==> config.mk <==
export PLATFORM = sky130hd
export DESIGN_NAME = ack_event_queue
export DESIGN_NICKNAME = d
export VERILOG_FILES = /design/src/rtl/ack_pkg.sv /design/src/rtl/ack_fifo.sv /design/src/rtl/ack_event_queue.sv
export SDC_FILE = /design/constraint.sdc
export NUM_CORES = 1
export LEC_CHECK = 0
export ABC_AREA = 1
export CAP_MARGIN = 20
export CORE_MARGIN = 2
export CORE_UTILIZATION = 35
export CTS_BUF_LIST = sky130_fd_sc_hd__clkbuf_16
export CTS_CLUSTER_DIAMETER = 50
export DETAILED_ROUTE_END_ITERATION = 8
export PLACE_DENSITY = 0.64
export SLEW_MARGIN = 25
export SYNTH_ARGS = -nofsm -noshare
export SYNTH_HDL_FRONTEND = slang
export SYNTH_HIERARCHICAL = 1
export SYNTH_SLANG_ARGS = --single-unit
export TNS_END_PERCENT = 50
==> constraint.sdc <==
create_clock -name clk -period 3.8 [get_ports clk]
set_input_delay 0.38 -clock clk [delete_from_list [all_inputs] [get_ports clk]]
set_output_delay 0.38 -clock clk [all_outputs]
set_load 0.05 [all_outputs]
==> src/rtl/ack_pkg.sv <==
// ack_pkg: definitions shared by the ack bus arbiter and the ack event queue.
//   SRC_*   : source-id encodings carried on the ack bus
//   NUM_SRC : number of distinct ack sources
//   ack_id_t: 2-bit source-id type
package ack_pkg;

   typedef logic [1:0] ack_id_t;

   localparam int NUM_SRC = 4;

   localparam ack_id_t SRC_MEM  = 2'd0;
   localparam ack_id_t SRC_SHA  = 2'd1;
   localparam ack_id_t SRC_AES  = 2'd2;
   localparam ack_id_t SRC_CTRL = 2'd3;

endpackage

==> src/rtl/ack_fifo.sv <==
// ack_fifo: generic synchronous FIFO with first-word fall-through output.
//   clk, rst         : clock and synchronous active-high reset
//   push, push_data  : write request and data
//   pop              : read request (ignored while empty)
//   pop_data         : head entry, forced to 0 while empty
//   full, empty      : occupancy flags
//   level            : current occupancy, 0..DEPTH
//   push_ok, pop_ok  : the write / read actually taken this cycle
// A push while full is still taken if a pop is taken in the same cycle.
module ack_fifo #(
   parameter int DEPTH = 4,
   parameter int WIDTH = 2
) (
   input  logic                     clk,
   input  logic                     rst,
   input  logic                     push,
   input  logic [WIDTH-1:0]         push_data,
   input  logic                     pop,
   output logic [WIDTH-1:0]         pop_data,
   output logic                     full,
   output logic                     empty,
   output logic [$clog2(DEPTH):0]   level,
   output logic                     push_ok,
   output logic                     pop_ok
);

   localparam int PW = $clog2(DEPTH);
   localparam int LW = PW + 1;

   logic [WIDTH-1:0] mem_reg [DEPTH];
   logic [PW-1:0]    wr_ptr_reg;
   logic [PW-1:0]    rd_ptr_reg;
   logic [LW-1:0]    level_reg;

   assign full    = (level_reg == LW'(DEPTH));
   assign empty   = (level_reg == '0);
   assign pop_ok  = pop && !empty;
   // pop-through: the slot freed by this cycle's read takes the new write
   assign push_ok = push && (!full || pop_ok);

   assign pop_data = empty ? '0 : mem_reg[rd_ptr_reg];
   assign level    = level_reg;

   always_ff @(posedge clk) begin
      if (push_ok) begin
         mem_reg[wr_ptr_reg] <= push_data;
      end
   end

   // Pointers wrap naturally because DEPTH is a power of two.
   always_ff @(posedge clk) begin
      if (rst) begin
         wr_ptr_reg <= '0;
         rd_ptr_reg <= '0;
         level_reg  <= '0;
      end else begin
         if (push_ok) begin
            wr_ptr_reg <= wr_ptr_reg + PW'(1);
         end
         if (pop_ok) begin
            rd_ptr_reg <= rd_ptr_reg + PW'(1);
         end
         case ({push_ok, pop_ok})
            2'b10:   level_reg <= level_reg + LW'(1);
            2'b01:   level_reg <= level_reg - LW'(1);
            default: level_reg <= level_reg;
         endcase
      end
   end

endmodule

==> src/rtl/ack_event_queue.sv <==
// ack_event_queue: captures ack bus transfers into a FIFO and presents them
// to the control sequencer over valid/ready.
//   clk, rst       : clock and synchronous active-high reset
//   ack_valid_n    : ack bus valid (active-low), one transfer per low cycle
//   ack_id         : source id of the transfer
//   evt_valid      : head event available
//   evt_id         : head event source id, 0 when empty
//   evt_ready      : consumer takes the head this cycle
//   pending_mask   : bit i set while source i has an event queued
//   level          : FIFO occupancy
//   overflow       : sticky flag, a transfer was dropped
//   drop_cnt       : saturating count of dropped transfers
//   clr_ovf        : clears overflow and drop_cnt (a same-cycle drop wins)
module ack_event_queue
   import ack_pkg::*;
#(
   parameter int DEPTH = 4,
   parameter int CNT_W = 3
) (
   input  logic                    clk,
   input  logic                    rst,
   input  logic                    ack_valid_n,
   input  logic [1:0]              ack_id,
   output logic                    evt_valid,
   output logic [1:0]              evt_id,
   input  logic                    evt_ready,
   output logic [3:0]              pending_mask,
   output logic [$clog2(DEPTH):0]  level,
   output logic                    overflow,
   output logic [7:0]              drop_cnt,
   input  logic                    clr_ovf
);

   logic    push;
   logic    push_ok;
   logic    pop_ok;
   logic    full;
   logic    empty;
   logic    drop;
   ack_id_t head_id;

   logic [CNT_W-1:0]   cnt_reg  [NUM_SRC];
   logic [CNT_W-1:0]   cnt_next [NUM_SRC];
   logic [NUM_SRC-1:0] pending_mask_reg;
   logic               overflow_reg;
   logic [7:0]         drop_cnt_reg;

   assign push = !ack_valid_n;
   assign drop = push && !push_ok;

   ack_fifo #(
      .DEPTH (DEPTH),
      .WIDTH (2)
   ) u_fifo (
      .clk       (clk),
      .rst       (rst),
      .push      (push),
      .push_data (ack_id),
      .pop       (evt_ready),
      .pop_data  (head_id),
      .full      (full),
      .empty     (empty),
      .level     (level),
      .push_ok   (push_ok),
      .pop_ok    (pop_ok)
   );

   // evt_valid comes from registered occupancy only, never from evt_ready.
   assign evt_valid = !empty;
   assign evt_id    = head_id;

   // Per-source outstanding counts. A simultaneous +1/-1 on the same source
   // cancels; the count is bounded by DEPTH so it cannot wrap.
   generate
      for (genvar gi = 0; gi < NUM_SRC; gi++) begin : g_src
         logic inc;
         logic dec;
         assign inc = push_ok && (ack_id == ack_id_t'(gi));
         assign dec = pop_ok && (head_id == ack_id_t'(gi));
         always_comb begin
            cnt_next[gi] = cnt_reg[gi];
            if (inc && !dec) begin
               cnt_next[gi] = cnt_reg[gi] + CNT_W'(1);
            end else if (dec && !inc) begin
               cnt_next[gi] = cnt_reg[gi] - CNT_W'(1);
            end
         end
      end
   endgenerate

   // The mask is registered from the next-state counts so it moves on the
   // same edge as the counters and the FIFO level.
   always_ff @(posedge clk) begin
      if (rst) begin
         for (int i = 0; i < NUM_SRC; i++) begin
            cnt_reg[i] <= '0;
         end
         pending_mask_reg <= '0;
      end else begin
         for (int i = 0; i < NUM_SRC; i++) begin
            cnt_reg[i]          <= cnt_next[i];
            pending_mask_reg[i] <= (cnt_next[i] != '0);
         end
      end
   end

   // Drop diagnostics; a drop in the clear cycle counts as the first drop.
   always_ff @(posedge clk) begin
      if (rst) begin
         overflow_reg <= 1'b0;
         drop_cnt_reg <= '0;
      end else if (drop) begin
         overflow_reg <= 1'b1;
         if (clr_ovf) begin
            drop_cnt_reg <= 8'd1;
         end else if (drop_cnt_reg != 8'hFF) begin
            drop_cnt_reg <= drop_cnt_reg + 8'd1;
         end
      end else if (clr_ovf) begin
         overflow_reg <= 1'b0;
         drop_cnt_reg <= '0;
      end
   end

   assign pending_mask = pending_mask_reg;
   assign overflow     = overflow_reg;
   assign drop_cnt     = drop_cnt_reg;

   // full is implied by push_ok; referenced here to document the drop cause.
   logic unused_full;
   assign unused_full = full;

endmodule
==> impl_metrics.ini, run 1 <==
[route]
viasPerCell = 4.50
drtIter0Drc = 142
wl_um = 4430
ant_nets = 0
vias = 2008
firstDrtPassIters = 4
drc = 0
avgRoutedWirePerCell_um = 9.94

[pwr]
ir_worst_vdd_v = 0.000205
power_density_mw_per_mm2 = 645
p_sw_mw = 0.729
clockPowerShare_pct = 25.5
p_int_mw = 1.11
swShare_pct = 39.7
leakagePower_nw = 1.40
p_seq_share_pct = 32.8
combPwrFrac_pct = 41.7

[critical_path]
r2r_slack_ns = 1.76
crit_path_end_kind = primary output
worstPathArrival_ns = 2.25
cp-start-kind = flop
crit_path_max_fanout = 6
critical_path_class = flop to primary output
worstPathRequired_ns = 3.42

[grt]
antenna_found_initial = 0
grt.total_usage_pct = 13.1
grt_start_max_net_pins = 14
grt_pass1_vias = 1886
grt_overflow = 0
grt_pass1_wl_um = 7850

[finish]
fin_util_pct = 44.2
syn2layout_area_growth_pct = 20.9
drive_above_1_share_pct = 5.69
final_nets = 390
final_common_cell = inv_1
antenna_cells = 0
largest_reg_flops = 12
final_cell_mix = inv_1 (76), nand2_1 (75), nand3_1 (48), dfxtp_1 (34), nor2_1 (28)

[sta]
report.final.slew_viol_count = 0
min_period_ns = 2.63
worst_pin_slew_ns = 0.517
clock_skew_ns = 0.00364
maxSlewHeadroom_pct = 65.5
finalCritPeriodShare_pct = 69.1
tns_ns = 0
final-setup-viol-count = 0
final-hold-violation-count = 0
timing.fmax_mhz = 381
rsz0062_at_grt = no

[cts]
insertion_delay_ns = 0.28
ctsResizeCount = 0
cts_tree = yes
cts_buffer_depth = 2
postCtsSetupBuffers = 0
cts.sinks = 42
cts_buffers = 5
cts_root_buffer = clkbuf_16
cts.clk_slew.worst_paths_ns = 0.06
ctsHoldBuffers = 0
htreeDepth = 2

[die]
die_area_mm2 = 0.00739
core-area_mm2 = 0.00642
die_w_um = 86.0
initial_core_util_pct = 36.6
ios = 26
die_h_um = 86.0
num_rows = 29

[hold_path]
hp-class = flop to flop

[placement]
gp_congestion = 0.880
io_buffers = 25
dp_hpwl_um = 3420

[logic_synthesis]
syn_area_per_cell_um2 = 6.94
syn_area_mm2 = 0.00235
syn_inst = 339
syn_nets = 361
yosysWarnings = 6

[status]
status = finished, final reports clean

[job]
cap_violations = 0
worst max-delay path: stages, from the launching register on:
cell and delay [ns]:
dfxtp_1 0.41, nor2_4 0.06, nand2_2 0.09, inv_1 0.08, a21oi_1 0.42, clkdlybuf4s50_1 0.90
power groups by stage:
stage	clock, mW	combinational, mW	sequential [mW]
global route	0.500	0.864	0.616
global placement	0	0.755	0.611
detailed placement	0	0.767	0.612
CTS	0.482	0.771	0.603
finish	0.468	0.764	0.602
floorplan	0	0.461	0.718
final cells by class:
type	count	area [µm²]
clock inverter	3	37.5
fill	628	3580
clock buffer	5	125
timing repair buffer	25	250
tap	77	96.3
inverter	76	285
sequential	42	921
multi-input combinational	218	1130
per-stage QoR:
| stage | power [mW] | setup slack [ns] | hold slack [ns] | instances | instance area, µm² |
|---|---|---|---|---|---|
| 6_report | 1.83 | 1.17 | 0.475 | 446 | 2840 |
| 2_1_floorplan | 1.18 | 0.892 | 0.458 | 339 | 2350 |
| 3_3_place_gp | 1.37 | 1.48 | 0.467 | 438 | 2680 |
| 5_1_grt | 1.98 | 0.984 | 0.520 | 446 | 2840 |
| 3_5_place_dp | 1.38 | 1.46 | 0.465 | 438 | 2680 |
| 4_1_cts | 1.86 | 1.15 | 0.480 | 446 | 2840 |
metal layers:
| layer | global-route usage (%) | part of all wire [%] |
|---|---|---|
| met1 | 15.4 | 47 |
| met2 | 23.1 | 49 |
| met3 | 2.41 | 2.4 |
| met4 | 5.92 | 1.4 |
| met5 | 0 | 0 |
path summary, 6_finish.rpt:
| kind | startpoint | cells past startpoint | to |
|---|---|---|---|
| worst min register to register | overflow$_SDFFE_PP0P_ | 2 | overflow$_SDFFE_PP0P_ |
| worst max register to register | u_fifo/level[1]$_SDFFE_PP0P_ | 11 | pending_mask[3]$_SDFF_PP0_ |
| worst min-delay path | overflow$_SDFFE_PP0P_ | 2 | overflow$_SDFFE_PP0P_ |
| worst max-delay path | u_fifo/level[1]$_SDFFE_PP0P_ | 5 | evt_id[1] |
Note: power is estimated with default switching activity, not from simulation.
==> run 2: changes to the inputs <==
- clock period: 3.8 -> 2.73 ns (I/O delays scaled with it)
==> run 2 against run 1 <==
  * Cell count unchanged
  * First-iteration DRC count is 33% lower
  * Register-to-register slack lost 0.91 ns
  * Non-clock buffer count unchanged
  * Combinational power increased by 40%
  * Via count rose by 3.4%
  * Highest routed layer unchanged
  * Clock-buffer cell count did not move
==> impl_metrics.ini, run 2 (synthesis results as in run 1) <==
[status]
status = finished, final reports clean

[finish]
final_nets = 390
antenna_cells = 0
design_area_mm2 = 0.00282
largest_reg_flops = 12
n_fill_cell = 655
syn2layout_area_growth_pct = 20.1
final_cell_mix = inv_1 (76), nand2_1 (75), nand3_1 (48), dfxtp_1 (34), nor2_1 (28)
final_common_cell = inv_1
drive_above_1_share_pct = 6.23

[critical_path]
worstPathRequired_ns = 2.46
path_cells = nor2_1, nor2_1, o21ai_0, a21oi_2, clkdlybuf4s50_1
crit_path_max_fanout = 6
critPathBufInv = 1
cp_common_cell = nor2_1
cp-start-kind = flop
worstPathArrival_ns = 2.08
critical-path-max-stage-delay_ns = 0.86
slowest_stage = clkdlybuf4s50_1
crit_path_end_kind = primary output
crit_family = buffers and inverters
critical_path_class = flop to primary output

[hold_path]
hp-class = flop to flop
hp-start = overflow$_SDFFE_PP0P_

[cts]
ctsResizeCount = 0
cts.clk_slew.worst_paths_ns = 0.06
htreeDepth = 2
cts_tree = yes
cts_buffers = 5
cts_buffer_depth = 2
postCtsSetupBuffers = 0
cts.sinks = 42
insertion_delay_ns = 0.28
ctsHoldBuffers = 0
cts_root_buffer = clkbuf_16

[sta]
report.final.slew_viol_count = 0
min_period_ns = 2.35
final-hold-violation-count = 0
finalCritPeriodShare_pct = 86.1
worst_pin_slew_ns = 0.502
maxSlewHeadroom_pct = 66.4
tns_ns = 0
final-setup-viol-count = 0
timing.fmax_mhz = 425
clock_skew_ns = 0.00416
rsz0062_at_grt = no

[route]
drtIter0Drc = 95
ant_nets = 0
drc = 0
avgRoutedWirePerCell_um = 10.2
vias = 2076
firstDrtPassIters = 4
viasPerCell = 4.65
wl_um = 4530

[grt]
antenna_found_initial = 0
grt_pass1_vias = 1953
grt_overflow = 0
grt.total_usage_pct = 13.4
grt_start_max_net_pins = 13
grt_pass1_wl_um = 8040

[die]
num_rows = 29
core-area_mm2 = 0.00642
die_h_um = 86.0
initial_core_util_pct = 36.6
die_w_um = 86.0
die_area_mm2 = 0.00739
ios = 26

[pwr]
power_density_mw_per_mm2 = 875
p_total_mw = 2.47
ir_worst_vdd_v = 0.000297
leakagePower_nw = 1.39

[job]
cap_violations = 0

[placement]
io_buffers = 25
place_area_mm2 = 0.00269
gp_congestion = 0.805
dp_hpwl_um = 3500
run 2: changes by cell type in the layout (fill, tap and decap cells not counted):
cell / change
a21oi_1: -2
clkinv_2: +1
bufinv_16: -1
a21oi_2: +2
run 2: final cells by class:
cell class	instances	area, µm²	area share, %
clock buffers	5	125	4.43
repair buffers	25	250	8.86
flip-flops and latches	42	921	32.6
well taps	77	96.3	3.41
clock inverters	3	12.5	0.443
multi-input cells	218	1130	40.1
inverters	76	285	10.1
run 2: path summary, 6_finish.rpt:
path                                     end  slack [ns]  cells after the start
setup reg to reg  pending_mask[3]$_SDFF_PP0_        0.85                     11
hold / removal         overflow$_SDFFE_PP0P_        0.47                      2
setup / recovery                   evt_id[1]        0.38                      5
hold reg to reg        overflow$_SDFFE_PP0P_        0.47                      2
run 2: per-layer routing:
metal / vias to the layer above / track usage (%) / wire length (µm)
met5: - / 0 / 0
li1: 1107 / - / -
met1: 937 / 15.3 / 2140
met3: 6 / 3.18 / 152
met2: 26 / 23.7 / 2160
met4: 0 / 5.48 / 76
run 2: tightest hold or removal path, stage by stage, from the launching register on:
cell     delay (ns)
dfxtp_1        0.31
nand2_1        0.06
a21oi_1        0.05
run 2: per-stage QoR:
stage	util [%]	hold slack, ns	setup WS, ns	cells
2_1_floorplan	-	0.351	0.277	339
3_3_place_gp	41.8	0.466	0.599	438
3_5_place_dp	41.8	0.462	0.528	438
4_1_cts	44.0	0.474	0.345	446
5_1_grt	44.0	0.491	0.256	446
6_report	44.0	0.469	0.379	446
run 2: report_power, final:
part | leakage, nW | switching [mW] | internal (mW)
Clock | 0.0724 | 0.228 | 0.330
Combinational | 0.964 | 0.711 | 0.362
Sequential | 0.352 | 0.0832 | 0.755
Total | 1.39 | 1.02 | 1.45
==> run 3: changes to the inputs <==
- TNS_END_PERCENT: 50 -> unset
==> results of run 3 <==
The final DEF is identical to that of run 2; final timing and power are the same.
